===== config.mk =====
export PLATFORM = sky130hd
export DESIGN_NAME = writeback_stage
export DESIGN_NICKNAME = d
export VERILOG_FILES = /design/src/rtl/writeback_stage_pkg.sv /design/src/rtl/writeback_stage.sv
export SDC_FILE = /design/constraint.sdc
export NUM_CORES = 1
export LEC_CHECK = 0
export ABC_CLOCK_PERIOD_IN_PS = 3260
export BUFFER_PORTS_ARGS = -buffer_cell sky130_fd_sc_hd__buf_4
export CAP_MARGIN = 20
export CORE_ASPECT_RATIO = 0.8
export CORE_MARGIN = 1.5
export CORE_UTILIZATION = 45
export CTS_BUF_LIST = sky130_fd_sc_hd__clkbuf_4
export CTS_CLUSTER_SIZE = 14
export DETAILED_ROUTE_END_ITERATION = 10
export PLACE_DENSITY = 0.76
export SLEW_MARGIN = 20
export SYNTH_ARGS = -nofsm -noshare
export SYNTH_HDL_FRONTEND = slang
export SYNTH_SLANG_ARGS = --single-unit

===== constraint.sdc =====
create_clock -name clk -period 3.26 [get_ports clk]
set_clock_uncertainty 0.2 [all_clocks]
set_input_delay 0.163 -clock clk [delete_from_list [all_inputs] [get_ports clk]]
set_output_delay 0.163 -clock clk [all_outputs]
set_load 0.05 [all_outputs]

===== src/rtl/writeback_stage_pkg.sv =====
// writeback_stage_pkg: shared pipeline widths and the bundle passed across stage boundaries.
package writeback_stage_pkg;
   localparam int ADDR_WIDTH = 32;
   localparam int DATA_WIDTH = 32;
   localparam int NUM_REGISTERS = 32;
   localparam int REGISTER_INDEXING_WIDTH = $clog2(NUM_REGISTERS);

   typedef struct packed {
      logic pc_valid;
      logic environment;
      logic opcode_legal;
      logic write_register_valid;
      logic result_data_valid;
   } wb_flags_t;

   typedef struct packed {
      logic [ADDR_WIDTH-1:0]              pc;
      wb_flags_t                          flags;
      logic [REGISTER_INDEXING_WIDTH-1:0] write_register;
      logic [DATA_WIDTH-1:0]              result;
   } writeback_bundle_t;

   // Illegal opcodes and a write with no valid result both halt as faults.
   function automatic logic is_fault(wb_flags_t f);
      return !f.opcode_legal || (f.write_register_valid && !f.result_data_valid);
   endfunction
endpackage


===== src/rtl/writeback_stage.sv =====
// writeback_stage: retires one buffered instruction per cycle into the register file,
// counts retirements and latches a sticky halt on environment calls or faults.
module writeback_stage
   import writeback_stage_pkg::*;
#(
   parameter int ADDR_WIDTH    = writeback_stage_pkg::ADDR_WIDTH,
   parameter int DATA_WIDTH    = writeback_stage_pkg::DATA_WIDTH,
   parameter int NUM_REGISTERS = writeback_stage_pkg::NUM_REGISTERS,
   parameter int COUNT_WIDTH   = 64,
   localparam int IW = $clog2(NUM_REGISTERS)
) (
   input  logic                   clk,
   input  logic                   rst_n,
   output logic                   stall_prev,
   input  logic                   prev_done,
   input  logic                   hold,
   input  logic [ADDR_WIDTH-1:0]  program_count_in,
   input  logic                   program_count_valid_in,
   input  logic                   environment_in,
   input  logic                   opcode_legal_in,
   input  logic [IW-1:0]          write_register_in,
   input  logic                   write_register_valid_in,
   input  logic [DATA_WIDTH-1:0]  result_data_in,
   input  logic                   result_data_valid_in,
   output logic                   reg_write_en,
   output logic [IW-1:0]          reg_write_index,
   output logic [DATA_WIDTH-1:0]  reg_write_data,
   output logic                   fwd_valid,
   output logic [IW-1:0]          fwd_index,
   output logic [DATA_WIDTH-1:0]  fwd_data,
   output logic [COUNT_WIDTH-1:0] retired_count,
   output logic [ADDR_WIDTH-1:0]  last_pc,
   output logic                   halted,
   output logic                   halt_illegal
);
   logic                  has_input;
   logic [ADDR_WIDTH-1:0] buf_pc;
   wb_flags_t             buf_flags;
   logic [IW-1:0]         buf_reg;
   logic [DATA_WIDTH-1:0] buf_data;
   logic                  retire, halt_now, accept, writes;

   assign retire     = has_input && !hold && !halted;
   assign halt_now   = retire && (is_fault(buf_flags) || buf_flags.environment);
   assign stall_prev = !rst_n || halted || (has_input && !retire);
   // A halting retirement frees the buffer but must not pull in a successor.
   assign accept     = prev_done && !stall_prev && !halt_now;
   assign writes     = buf_flags.write_register_valid && buf_flags.result_data_valid &&
                       buf_flags.opcode_legal && buf_reg != '0;

   assign reg_write_en    = retire && writes && !buf_flags.environment;
   assign reg_write_index = buf_reg;
   assign reg_write_data  = buf_data;
   assign fwd_valid       = has_input && writes;
   assign fwd_index       = buf_reg;
   assign fwd_data        = buf_data;

   always_ff @(posedge clk or negedge rst_n) begin
      if (!rst_n) begin
         has_input     <= 1'b0;
         halted        <= 1'b0;
         halt_illegal  <= 1'b0;
         retired_count <= '0;
         last_pc       <= '0;
         buf_pc        <= '0;
         buf_flags     <= '0;
         buf_reg       <= '0;
         buf_data      <= '0;
      end else begin
         if (!has_input || retire) has_input <= accept;
         if (accept) begin
            buf_pc    <= program_count_in;
            buf_flags <= '{program_count_valid_in, environment_in, opcode_legal_in,
                           write_register_valid_in, result_data_valid_in};
            buf_reg   <= write_register_in;
            buf_data  <= result_data_in;
         end
         if (retire) begin
            if (!buf_flags.opcode_legal) begin
               halted       <= 1'b1;
               halt_illegal <= 1'b1;
            end else if (buf_flags.environment) begin
               retired_count <= retired_count + 1'b1;
               last_pc       <= buf_pc;
               halted        <= 1'b1;
               halt_illegal  <= 1'b0;
            end else if (buf_flags.write_register_valid && !buf_flags.result_data_valid) begin
               halted       <= 1'b1;
               halt_illegal <= 1'b1;
            end else begin
               retired_count <= retired_count + 1'b1;
               if (buf_flags.pc_valid) last_pc <= buf_pc;
            end
         end
      end
   end
endmodule


Word level (Yosys, flattened, before mapping). Index checks and enable logic that the tools add are counted. Widths: inputs -> output; s select.

Bits of input ports: 78. Bits in registers: 173.

Add/subtract/negate cells: 1. Reductions and logical operators: 33. Mux-type cells: 10. Eq/ne operators: 2.

Operators with widths (count): $mux 64 (2); $mux 32 (3); $add 64x1->64 const B (1); $logic_and 1x1->1 (13); $logic_not 1->1 (10); $logic_or 1x1->1 (5); $mux 1 (5); $reduce_bool 5->1 (1); $reduce_and 4->1 (1); $ne 3x1->1 const B (1); $reduce_and 3->1 (1); $ne 2x2->1 const B (1); $reduce_and 2->1 (1); $reduce_bool 2->1 (1).

Depth between registers and ports, before layout.
Depth in word-level cells: 9. Depth in mapped cells: 7. Gate-level depth less buffers: 6.

Worst setup path after synthesis. OpenSTA, ideal clock, no wires.

Kind: flip-flop to flip-flop. Start point: reg halted. End point: reg retired_count[63]. Slack: 349 ps. Cell stages (with the launch flop): 7. Period minus slack after synthesis: 2911 ps. Required time: 2978 ps. Arrival time: 2629 ps. Setup time: 82 ps. Path buffers: 1. Path through: dfrtp_1 or3b_4 or4_4 or4_4 buf_6 nor4_4 xor2_1.

Word-level cells in the longest chain between the ends: 3.

Ends and longest elaborated chain: start: declaration (RTL line writeback_stage.sv:33) `output logic halted,`; start signal: assignment (RTL line writeback_stage.sv:61) `halted <= 1'b0;`; start signal: assignment (RTL line writeback_stage.sv:80) `halted <= 1'b1;`; start signal: assignment (RTL line writeback_stage.sv:85) `halted <= 1'b1;`; $logic_not 1->1 (RTL line writeback_stage.sv:43) `assign retire = has_input && !hold && !halted;`; $logic_and 1x1->1 (RTL line writeback_stage.sv:43); $reduce_and 3->1 (no line); end signal: assignment (RTL line writeback_stage.sv:83) `retired_count <= retired_count + 1'b1;`; end signal: assignment (RTL line writeback_stage.sv:91) `retired_count <= retired_count + 1'b1;`; end: declaration (RTL line writeback_stage.sv:31) `output logic [COUNT_WIDTH-1:0] retired_count,`.

Every way passes these cells. A chain may end at the register's enable or synchronous reset.

Worst setup path after layout. Same ends and word-level chain as after synthesis.

==> run metrics <==
worst hold slack=~0.11 ns; Overall Power=8.86 mW; Nets=970; Max-Cap Viols=0; synthesized instance count=580; DIE HEIGHT=between 100 and 150 um; IO Count=253; via count=5770; gr ovfl total=0; Die X=147 um; Seq pwr share=between 30 and 40%; outcome=complete, no violations; buffers added on ports=252; adder and majority gate portion of the synthesized area=less than 1%; Post-Synth XOR/XNOR Area=7.37%; die area=between 0.015 and 0.02 mm2; Hold Violations, Final=0; routability cong.=0.881; Synth top area share=57.8%; Setup Total Neg Slack=0 ns; Sink Count=~170; share of cells above drive strength 1=45.5%; crit path capture type=flip-flop; area grow syn2layout=40.4%; CP required=between 3 and 4 ns; Net Sw Power=4.13 mW; dpl cells=1001; number of routed nets with antenna violations=0; Filler Cell Count=1222; FMAX=360 MHz; data arrival time of the worst path=3.07 ns; Starting Density=46.8%; pre-CTS WS=0.493 ns; fin. max-slew vios=0; root buf cell=clkbuf_4; First-pass DRT Iterations=5; Via density=between 5 and 6; worst vdd ir=0.623 mV; period utilization=between 80% and 90%; FF+latch count, synth=173; PostCTS Resize Cnt=0; RSZ-0062 raised after global routing=no; CTS tree=yes; CP startpoint kind=flip-flop; CTS Buf Count=17; Compound-Gate Fraction of Synth Area=less than 1%; PwrDens=around 840 mW/mm2; Sw Ratio=between 40% and 50%; H-tree Lvls=4; fin cells=1119; ANT cells=0; top_reg_cell synth=dfrtp_1; Leak=a little over 5 nW; clock group share of total power=between 10% and 20%; synth warn=0; post-synthesis simple-gate area fraction=a little over an eighth; fin area=0.0105 mm2; number of global-route vias before repair=6026; Setup CP Type=flip-flop to flip-flop; # setup viols final=0; Worst-Margin Slew=a little under 1 ns; placed cell area=0.00937 mm2; Final Critical Period=between 2 and 3 ns; drt first-iter violations=between 300 and 400; post-synthesis sequential area ratio=57.8%; Post-route DRC=0; initial antenna violation count=0; crit path max fanout=6; combinational share of power=49.7%; Area contributors post-synth=dfrtp_1 58%, mux2_2 16%, xnor2_1 4.7%; Layout Utilization=65.7%; Max Root-Sink Buffers=2; internal power=4.74 mW; gr usage total=23.1%; area of the core=0.0160 mm2; CTS clk-pin slew, worst paths=0.15 ns; main combinational cell family by area after synthesis=multiplexers; mux contribution to synthesized area=between 10% and 20%; HP Class=primary input to asynchronous set/reset pin; Syn Nets=between 600 and 700; dominant cell type by area after synthesis=dfrtp_1; final wirelength=19.8 mm; Async SR Flop Fraction=100%; DP HPWL=13.4 mm; WL/cell=about 18 um; Worst Setup Slack, final=0.480 ns; first-pass GRT wire length=31.6 mm; row cnt=41; Slew headroom=35.0%; largest net degree at the start of global routing=83; Post-Syn Area=roughly 0.0075 mm2; later-pin clock latency in the skew report=0.56 ns; Avg Inst Size Synth=12.9 um2; Post-synth EDFFs=0; synth unique cells=36
## worst max-delay path: stages (launching register included)
cell and delay, ns:
dfrtp_1 0.44, or3b_4 0.45, or4_4 0.57, or4_4 0.62
nor4_4 0.25, xor2_1 0.17
## sequential cells by signal, summed over array words and instances, names as in the netlist
signal	flops
fwd_data	32
buf_flags	5
has_input	1
buf_pc	32
last_pc	32
retired_count	64
fwd_index	5
halt_illegal	1
halted	1
## cells by family (layout without fill, tap and decap cells)
family / Yosys count / count (layout)
AOI/OAI and AO/OA: 6 / 6
xor gates and xnor gates: 63 / 63
adders and majority gates: 1 / 1
buffers and inverters: 59 / 383
DFF: 173 / 173
muxes: 107 / 107
and+or+nand+nor: 171 / 171
## cells in the mapped netlist, drive strengths merged, types with 3 or more instances
| master | n |
|---|---|
| xor2 | 23 |
| nand2 | 28 |
| inv | 7 |
| or3 | 3 |
| or4 | 11 |
| dfrtp | 173 |
| xnor2 | 40 |
| or2 | 3 |
| nor2 | 17 |
| mux2 | 107 |
| and3 | 13 |
| nand3 | 39 |
| buf | 39 |
| and4 | 4 |
| nor3 | 13 |
| nor4 | 12 |
| clkbuf | 13 |
| nand4 | 19 |
## repair_timing
item | in CTS | in global routing
buffers inserted | 0 | 0
hold buffers | 86 | 0
endpoints found under the hold margin | 256 | 0
## worst paths after layout
path / start / end / slack (ns) / cells after the start
worst max-delay path: halted$_DFFE_PN0P_ / retired_count[63]$_DFFE_PN0P_ / 0.48 / 5
min in group clk: program_count_in[10] / buf_pc[10]$_DFFE_PN0P_ / 0.16 / 3
worst min register to register: retired_count[63]$_DFFE_PN0P_ / retired_count[63]$_DFFE_PN0P_ / 0.30 / 1
worst min-delay path: rst_n / last_pc[26]$_DFFE_PN0P_ / 0.11 / 3
max in group asynchronous: rst_n / last_pc[21]$_DFFE_PN0P_ / 1.79 / 3
worst max register to register: halted$_DFFE_PN0P_ / retired_count[63]$_DFFE_PN0P_ / 0.48 / 5
## routing by layer
| layer | GRT usage (%) | vias up | wire [um] |
|---|---|---|---|
| met4 | 7.75 | 0 | 428 |
| met3 | 7.76 | 30 | 1570 |
| met2 | 38.7 | 228 | 10000 |
| li1 | - | 2647 | - |
| met1 | 27.9 | 2865 | 7800 |
| met5 | 0 | - | 0 |
## layout make-up
cell class | count | area (um2) | area share [%]
clock inverters | 13 | 138 | 1.31
inverters | 7 | 26.3 | 0.250
clock buffers | 19 | 143 | 1.36
multi-input cells | 348 | 2800 | 26.7
flip-flops and latches | 173 | 4330 | 41.2
well taps | 215 | 269 | 2.56
repair buffers | 344 | 2810 | 26.7
## layout by cell type, fill, tap and decap left out, types with 4 or more instances in the layout
| master | count |
|---|---|
| and4_1 | 4 |
| mux2_2 | 107 |
| inv_1 | 7 |
| or4_1 | 7 |
| nor2_1 | 17 |
| xnor2_1 | 40 |
| nor3_1 | 12 |
| nand2_1 | 28 |
| xor2_1 | 23 |
| nand3_1 | 39 |
| nand4_1 | 19 |
| clkbuf_4 | 19 |
| dfrtp_1 | 173 |
| or4_4 | 4 |
| nor4_1 | 9 |
| and3_1 | 13 |
| buf_4 | 256 |
| dlygate4sd3_1 | 86 |
| inv_6 | 4 |
## power by group through the flow
stage	Clock, mW	Combinational [mW]	Sequential, mW
after floorplan	0	1.85	4.52
after global placement	0	4.16	3.20
after detailed placement	0	4.22	3.26
after CTS	1.27	4.38	3.22
after global routing	1.37	4.56	3.32
final	1.23	4.40	3.23
Power figures use the tool's default switching activity.
